$ cat src/rtl/alu_op_issue.sv
// rtl/alu_op_issue.sv - request FIFO and result register issuing operations to the 4-bit ALU
module alu_op_issue #(
    parameter int DEPTH  = 4,
    parameter int MAX_OP = 3,
    parameter int CW     = 3
) (
    input  logic          clk,
    input  logic          rst_n,
    input  logic          in_valid,
    output logic          in_ready,
    input  logic [3:0]    in_a,
    input  logic [3:0]    in_b,
    input  logic [2:0]    in_op,
    output logic [3:0]    alu_a,
    output logic [3:0]    alu_b,
    output logic [2:0]    alu_op,
    input  logic [3:0]    alu_result,
    output logic          out_valid,
    input  logic          out_ready,
    output logic [3:0]    out_result,
    output logic [2:0]    out_op,
    output logic          out_err,
    output logic [CW-1:0] count
);

    localparam int AW = (DEPTH > 1) ? $clog2(DEPTH) : 1;
    localparam logic [CW-1:0] FULL_COUNT = CW'(DEPTH);
    localparam logic [2:0]    MAX_OP_C   = 3'(MAX_OP);

    typedef enum logic {
        OUT_EMPTY = 1'b0,
        OUT_FULL  = 1'b1
    } out_state_t;

    logic [3:0]    mem_a  [DEPTH];
    logic [3:0]    mem_b  [DEPTH];
    logic [2:0]    mem_op [DEPTH];
    logic [AW-1:0] wr_ptr;
    logic [AW-1:0] rd_ptr;
    logic          fifo_empty;
    logic          push;
    logic          pop;
    logic          head_err;
    out_state_t    state_q;
    out_state_t    state_d;

    // Handshake and capture qualifiers; full/empty come from count only
    always_comb begin
        fifo_empty = (count == '0);
        in_ready   = (count != FULL_COUNT);
        push       = in_valid && in_ready;
        out_valid  = (state_q == OUT_FULL);
        pop        = !fifo_empty && (!out_valid || out_ready);
        head_err   = (mem_op[rd_ptr] > MAX_OP_C);
    end

    // Head entry drives the ALU; idle FIFO presents zeros
    always_comb begin
        alu_a  = '0;
        alu_b  = '0;
        alu_op = '0;
        if (!fifo_empty) begin
            alu_a  = mem_a[rd_ptr];
            alu_b  = mem_b[rd_ptr];
            alu_op = mem_op[rd_ptr];
        end
    end

    // Request storage; contents are don't-care after reset
    always_ff @(posedge clk) begin
        if (push) begin
            mem_a[wr_ptr]  <= in_a;
            mem_b[wr_ptr]  <= in_b;
            mem_op[wr_ptr] <= in_op;
        end
    end

    // Pointers and occupancy
    always_ff @(posedge clk) begin
        if (!rst_n) begin
            wr_ptr <= '0;
            rd_ptr <= '0;
            count  <= '0;
        end else begin
            if (push) begin
                wr_ptr <= wr_ptr + AW'(1);
            end
            if (pop) begin
                rd_ptr <= rd_ptr + AW'(1);
            end
            case ({push, pop})
                2'b10:   count <= count + CW'(1);
                2'b01:   count <= count - CW'(1);
                default: count <= count;
            endcase
        end
    end

    // Output register state: becomes FULL on capture, EMPTY when drained with nothing to capture
    always_ff @(posedge clk) begin
        if (!rst_n) begin
            state_q <= OUT_EMPTY;
        end else begin
            state_q <= state_d;
        end
    end

    // Next-state for the output register
    always_comb begin
        state_d = state_q;
        if (pop) begin
            state_d = OUT_FULL;
        end else if ((state_q == OUT_FULL) && out_ready) begin
            state_d = OUT_EMPTY;
        end
    end

    // Result capture; illegal opcodes report an error with a zero result
    always_ff @(posedge clk) begin
        if (!rst_n) begin
            out_result <= '0;
            out_op     <= '0;
            out_err    <= 1'b0;
        end else if (pop) begin
            out_op <= mem_op[rd_ptr];
            if (head_err) begin
                out_err    <= 1'b1;
                out_result <= '0;
            end else begin
                out_err    <= 1'b0;
                out_result <= alu_result;
            end
        end
    end

endmodule

$ cat config.mk
export PLATFORM = sky130hd
export DESIGN_NAME = alu_op_issue
export DESIGN_NICKNAME = d
export VERILOG_FILES = /design/src/rtl/alu_op_issue.sv
export SDC_FILE = /design/constraint.sdc
export NUM_CORES = 1
export LEC_CHECK = 0
export CORE_UTILIZATION = 52
export DETAILED_ROUTE_END_ITERATION = 10
export PLACE_DENSITY = 0.85
export SLEW_MARGIN = 10
export SYNTH_ARGS = -nofsm -noshare
export SYNTH_HDL_FRONTEND = slang
export SYNTH_SLANG_ARGS = --single-unit
$ cat constraint.sdc
create_clock -name clk -period 2.5 [get_ports clk]
set_clock_uncertainty 0.05 [all_clocks]
set_input_delay 0.5 -clock clk [delete_from_list [all_inputs] [get_ports clk]]
set_output_delay 0.5 -clock clk [all_outputs]
set_load 0.02 [all_outputs]
After elaboration in Yosys (flattened, before gate mapping)
Memory sizes are Yosys's and may differ from the RTL's. A register that Yosys moved wholly into a read port is not among the register bits.
Cells that the tools add are included.
- equality and inequality tests: 3
- muxes and demuxes: 16
- reductions and logical operators: 9
- $lt $le $gt $ge: 1
- add/sub/neg operators: 4
- operator list (operator ; count):
    two-way mux 2 bit ; 6
    two-way mux 4 bit ; 3
    case mux 3 bit (2 select lines) ; 1
    two-way mux 1 bit ; 5
    adder 2 x 1 -> 2 bit, second input constant ; 2
    nonzero test 2 bit ; 2
    adder 3 x 1 -> 3 bit, second input constant ; 1
    greater-than comparator 3 x 2 -> 1 bit, second input constant ; 1
    logical AND 1 bit ; 3
    zero test 3 bit ; 1
    two-way mux 3 bit ; 1
    != test 3 bit, second input constant ; 1
    subtractor 3 x 1 -> 3 bit, second input constant ; 1
    == test 2 x 1 -> 1 bit, second input constant ; 1
    == test 2 bit, second input constant ; 1
    zero test 1 bit ; 2
    logical OR 1 bit ; 1
- memories: 3
- register bits: 16
- word-level logic and storage cells: 43
- output and inout bits: 24
- bits in writable memories: 44
- memory list (memory ; words ; bits a word ; rd ports ; clocked after Yosys merged registers in ; wr ports ; line ; RTL):
    mem_a ; 4 ; 4 ; 1 ; 1 ; 1 ; 35 ; logic [3:0] mem_a [DEPTH];
    mem_b ; 4 ; 4 ; 1 ; 1 ; 1 ; 36 ; logic [3:0] mem_b [DEPTH];
    mem_op ; 4 ; 3 ; 1 ; 1 ; 1 ; 37 ; logic [2:0] mem_op [DEPTH];

Logic depth before layout (Yosys ltp)
- word-level depth: 5
- mapped depth: 9
- mapped depth without buffers: 8

Worst setup path before layout
No wires, ideal clock.
- path type: reg2reg
- from: register count[2]
- to: register count[2]
- buffers on the path: 1
- slack: 0.046 ns
- stages on the path, launching flop included: 10
- arrival time: 2.333 ns
- required time: 2.379 ns
- library setup time: 0.071 ns
- cells stage by stage: dfxtp_1 or3b_1 buf_6 nand2_1 ha_1 inv_1 fa_1 xor2_1 or3_2 a21oi_1
- elaborated cells on any way between the ends: 11
- those cells by class: add/sub: 2; eq/ne: 3; mux: 1; reduce/logical: 5
- RTL lines (element ; line ; RTL):
    start: declaration ; 23 ; output logic [CW-1:0] count
    start signal: assignment ; 92 ; 2'b10: count <= count + CW'(1);
    start signal: assignment ; 93 ; 2'b01: count <= count - CW'(1);
    start signal: assignment ; 94 ; default: count <= count;
    != test 3 bit * ; 50 ; in_ready = (count != FULL_COUNT);
    via in_ready ; 10 ; output logic in_ready,
    logical AND 1 bit * ; 51 ; push = in_valid && in_ready;
    == test 2 x 1 -> 1 bit / == test 2 bit (equally long branches) ; 91 ; case ({push, pop})
    case mux 3 bit (2 select lines) / nonzero test 2 bit (equally long branches) ; - ;
Mark *: on every way through the listed nets, which the timed path passes. The rest lies on a longest branch.
A chain may end at the register's enable or synchronous reset.

Final worst setup path
- from: input port out_ready
- to: register count[2]
- longest elaborated chain between the ends: 4
- elaborated cells on any way between the ends: 6
- those cells by class: eq/ne: 2; mux: 1; reduce/logical: 3
- RTL lines (element ; line ; RTL):
    start: declaration ; 19 ; input logic out_ready,
    logical OR 1 bit * ; 53 ; pop = !fifo_empty && (!out_valid || out_ready);
    logical AND 1 bit * ; 53 ;
    via pop ; 42 ; logic pop;
    == test 2 x 1 -> 1 bit / == test 2 bit (equally long branches) ; 91 ;
    case mux 3 bit (2 select lines) / nonzero test 2 bit (equally long branches) ; - ;
Marks and branches as above.

==> impl_metrics.ini <==
[status]
status = finished clean

[min_path]
worstHoldPathType = reg -> reg

[worst_setup_path]
critPathArrivalTime_ns = 2.66
r2r_setup_slack_ns = 0.13
cp-end-kind = flop
critical_path.max_fanout = 2
cp.required_ns = 2.70
crit_path_start_kind = input port
crit_type = in -> reg

[routing]
ant_nets = 0
dr.pass1.iters = 4
wl_per_cell_um = 18.12
vias_per_cell = 5.748
drt_iter0_drc = 120
drc = 0
routed_wl_um = 4965
vias = 1575

[grt]
grt_start_max_net_pins = 16
grt.total_usage_pct = 22.01
grt_pass1_wl_um = 8059
grt_pass1_vias = 1735
antenna_found_initial = 0
grt_remaining_overflow = 0

[cells_and_area]
fillers = 293
fin_cells = 274
fin_area_mm2 = 0.003199
fin_util_pct = 71.03
drive_above_1_share_pct = 18.47
syn_to_final_growth_pct = 27.28
nets = 242
diodes = 0

[timing]
tightest_slew_ns = 0.3990
final_max_slew_viol_count = 0
relSlewSlack_pct = 73.32
min_period_ns = 2.459
setup_ws_ns = 0.04072
finalSetupTns_ns = 0
whs_ns = 0.4260
hold_viol = 0
finalCritPeriodShare_pct = 98.37
rsz0062_at_grt = true
setup_viol = 0
max_freq_ghz = 0.4066

[cts]
cts_buffers = 9
root_buffer = clkbuf_8
clk_latency_ns = 0.33
cts_tree = done
cts_setup_buffers = 0
clockBufferDepth = 2
clkTransAtPathRegs_ns = 0.07
cts_max_level = 3
cts_hold_buf = 0
cts.sinks = 62

[synthesis]
synth.top_cells.by_count = 44 x edfxtp_1, 18 x dfxtp_1, 11 x and2_1
synth.avg_cell_area_um2 = 15.42
postSynthNetCount = 188
synth_seq_area_share_pct = 66.90
yosysMostFrequentCell = edfxtp_1
synth_edf_count = 44
ys_seq_elements = 62
async_flop_share_pct = 0
syn_area_mm2 = 0.002514
yosysWarnings = 0
synth_cells = 163
yosys.area.top_type_share_pct = 52.56
synth_area_leader_cell = edfxtp_1
synth_ff_type = edfxtp_1
synth.distinct_cells = 31
synth_area_leaders = edfxtp_1 53%, dfxtp_1 14%, mux4_1 7.3%, mux4_2 3.6%, and2_1 2.7%

[power]
ir_drop_mv = 0.6571
leakagePower_nw = 1.166
power_mw = 3.624
power_density_mw_per_mm2 = 1133

[placement]
place.gp.congestion = 0.7021
io_buffers = 42
dp_hpwl_um = 3543
place_ws_ns = -0.2482
place_inst = 258
post_dp_cell_area_mm2 = 0.003023

[floorplanning]
die_y_um = 71.53
io_pins = 43
die_w_um = 71.53
rows = 24
core-area_mm2 = 0.004504
die_area_mm2 = 0.005116
start_util_pct = 55.81

[job]
maxCapViolCount = 0
sequential cells by signal, indices dropped and copies added, names as in the netlist, named ones only:
| signal | flops |
|---|---|
| mem_a | 16 |
| mem_b | 16 |
| mem_op | 12 |
| out_result | 4 |
| count | 3 |
| out_op | 3 |
| rd_ptr | 2 |
| wr_ptr | 2 |
| out_err | 1 |
| out_valid | 1 |
cell families after synthesis:
group	count (synthesis)	share of synthesized area (%)
xor gates and xnor gates	2	0.6970
and+or+nand+nor	43	9.906
buffers and inverters	16	3.086
AOI/OAI and AO/OA	23	5.226
muxes	11	10.90
DFF	62	66.90
adders and majority gates	6	3.285
path summary, 6_finish.rpt:
path,start,endpoint,depth (start not counted)
max reg2reg,count[1],count[2],8
max,out_ready,count[2],9
min reg2reg,out_result[0],out_result[0],2
min,out_result[0],out_result[0],2
cells in the final DEF, fill, tap and decap left out, drive strengths merged, types with 4 or more instances in the layout:
| cell | Yosys | routed |
|---|---|---|
| clkbuf | 4 | 12 |
| mux4 | 11 | 11 |
| dfxtp | 18 | 18 |
| nand4 | 5 | 5 |
| nand2 | 7 | 7 |
| inv | 7 | 7 |
| edfxtp | 44 | 44 |
| ha | 5 | 5 |
| o22ai | 4 | 4 |
| and2 | 11 | 11 |
| dlygate4sd2 | 0 | 11 |
| nor2 | 4 | 4 |
| and3 | 4 | 4 |
| nand3 | 5 | 5 |
| clkdlybuf4s50 | 0 | 31 |
| a21oi | 10 | 10 |
| o21ai | 6 | 6 |
| buf | 5 | 10 |
| clkinv | 0 | 4 |
per-layer routing:
metal	global-route usage (%)	vias to the layer above	part of all wire [%]
li1	-	730	-
met1	22.61	768	35
met2	40.42	62	56
met3	5.063	15	5.4
met4	13.73	0	3.3
met5	0	-	0
critical path, stage by stage:
cell and delay [ns]:
clkdlybuf4s50_1 0.49, nor2b_1 0.07, nor2_1 0.19, ha_2 0.24, inv_1 0.06, fa_1 0.38
xor2_1 0.16, or3_2 0.43, a21oi_2 0.14
report_power, final:
part,internal [mW],total (mW),switching (mW)
logic,0.692,1.49,0.800
clock network,0.413,0.763,0.349
registers,1.28,1.37,0.0924
area by class of cell:
type | count | area (µm²) | share of cell area (%)
clock buffers | 12 | 156.4 | 4.889
clock inverters | 4 | 20.02 | 0.6257
inverters | 7 | 26.28 | 0.8213
multi-input cells | 85 | 762.0 | 23.82
flip-flops and latches | 62 | 1684 | 52.64
well taps | 52 | 65.06 | 2.034
repair buffers | 52 | 485.5 | 15.17
what timing repair did:
item	4_1_cts	5_1_grt
pin swaps	0	2
cloned	0	0
resized for setup	12	6
hold endpoints to repair	0	0
endpoints found under the setup margin	11	3
(Power assumes the default switching activity.)
==> RTL change (config.mk and constraints unchanged) <==
`CW`: 3 -> 2.
--- a/src/rtl/alu_op_issue.sv
+++ b/src/rtl/alu_op_issue.sv
@@ -3,5 +3,5 @@
     parameter int DEPTH  = 4,
     parameter int MAX_OP = 3,
-    parameter int CW     = 3
+    parameter int CW     = 2
 ) (
     input  logic          clk,
Ports: changed (resized count); port bits go from 43 to 42. The function was not compared with the original's and may differ.
==> RTL change against the original RTL <==
  * Routed wire length shrank 7.2%
  * Core utilization is 1.3 points lower
  * Total power fell by 4.8%
  * Design area shrank 4.4%
  * Sequential cell count fell by 1
  * Non-clock buffer count shrank 6
  * Sequential share of layout area increased by 1.7 points
  * Final cell count shrank 5.8%
  * Area after synthesis shrank 5.5%
  * Worst setup slack improved by 58 ps
  * Critical path type is now flip-flop to output port
  * Critical endpoint is now alu_op[1]
  * Largest cell class unchanged
  * Highest routed layer unchanged
==> RTL change: results <==
[run_status]
status = "finished clean"

[global_routing]
antenna_found_initial = 0
first_global_vias = 1528
grt_pass1_wl_um = 7320
track_usage_pct = 20.7
grt_max_degree = 23

[hold_path]
min_from = "out_result[3]"
hold_path_class = "flip-flop to flip-flop"

[cells_and_area]
n_antenna_cell = 0
nets = 225
top_regs = "mem_a (16), mem_b (16), mem_op (12)"
fillers = 287
drive_gt1_share_pct = 15.0

[clocking]
ctsResizeCount = 12
clk_latency_ps = 330
cts.clk_slew.worst_paths_ps = 70
postCtsSetupBuffers = 0
cts_buffers = 9
cts_htree_levels = 3
cts_root_buf = "clkbuf_8"
clk_path_buf_depth = 2

[power_and_ir_drop]
p_leak_nw = 1.09
vdd_drop_max_mv = 0.858

[timing]
setup_ws_ps = 98.8
slew_headroom_pct = 58.7

[placement]
portBuffers = 41
gp_congestion = 0.799
place_ws_ps = 68.6
hpwlAfterDp_um = 2870

[synthesis]
ys_seq_area_share_pct = 70.0
async_flop_share_pct = 0
syn_nets = 174
ys_top_cells_by_area = "edfxtp_1, dfxtp_1, mux4_2, and2_1, ha_1"
synthFlopType = "edfxtp_1"
synth_edf_count = 44
yosys_warnings = 0
ys_types = 26
synthTopCellsByCount = "edfxtp_1, dfxtp_1, and2_1, mux4_2, a21oi_1"

[setup_path]
slowest_delay_ps = 520
worstSetupPathType = "flip-flop to output port"
endpoint = "alu_op[1]"
slowest_stage = "mux4_2"
ff2ff_setup_slack_ps = 500
rr_startpoint = "count[0]"
rr_endpoint = "count[1]"
cp_max_fo = 11
worstPathArrival_ps = 1850
crit_family = "multiplexers"
ff2ff_path_depth = 5

[route]
drt-pass1-iter-count = 4
drt_iter0_drc = 80
wl_per_cell_um = 17.9
vias_per_cell = 5.69
## RTL change: area by class of cell
cell class	instances	area [um2]	area share (%)
flip-flops and latches	61	1660	54.4
clock inverters	6	77.6	2.54
clock buffers	10	128	4.17
inverters	5	18.8	0.614
repair buffers	46	447	14.6
multi-input cells	78	659	21.6
well taps	52	65.1	2.13
## RTL change: metal layers
layer  global-route usage (%)  wire, um  up-vias
li1                         -         -      681
met1                     23.9      1870      737
met2                     36.0      2490       37
met3                     3.92       131       14
met4                     11.6       122        0
met5                        0         0        -
## RTL change: kinds of logic after synthesis
kind of cell    count (synthesis)  share of synthesized area (%)
flops                          61                           70.0
simple gates                   39                           9.06
compound gates                 20                           4.53
buf+inv                        11                           2.27
mux                            11                           10.4
fa+ha+maj                       5                           2.63
xor+xnor                        3                           1.11
## RTL change: worst min-delay path by stage
| stage | to | cells past startpoint | slack, ps |
|---|---|---|---|
| final | out_result[3] | 2 | 430 |
| after global routing | out_result[0] | 2 | 450 |
| after CTS | out_op[2] | 2 | 420 |
| after detailed placement | out_op[2] | 2 | 410 |
| after global placement | out_result[2] | 2 | 410 |
| after floorplan | flip-flop | 2 | 400 |
## RTL change: per-stage QoR
step	instance area (um2)	cells
3_3_place_gp	2870	242
2_1_floorplan	2370	150
5_1_grt	3060	258
6_report	3060	258
4_1_cts	3060	258
3_5_place_dp	2870	242
## RTL change: report_power, final
part	leakage [nW]	internal (mW)	total (mW)	switching, mW
registers	0.537	1.23	1.31	0.0782
clock network	0.105	0.551	0.915	0.363
logic	0.444	0.563	1.23	0.663
## RTL change: tightest hold or removal path: stages (launching register included)
cell and delay (ps):
dfxtp_1 310, nand2_1 50, o22ai_1 60
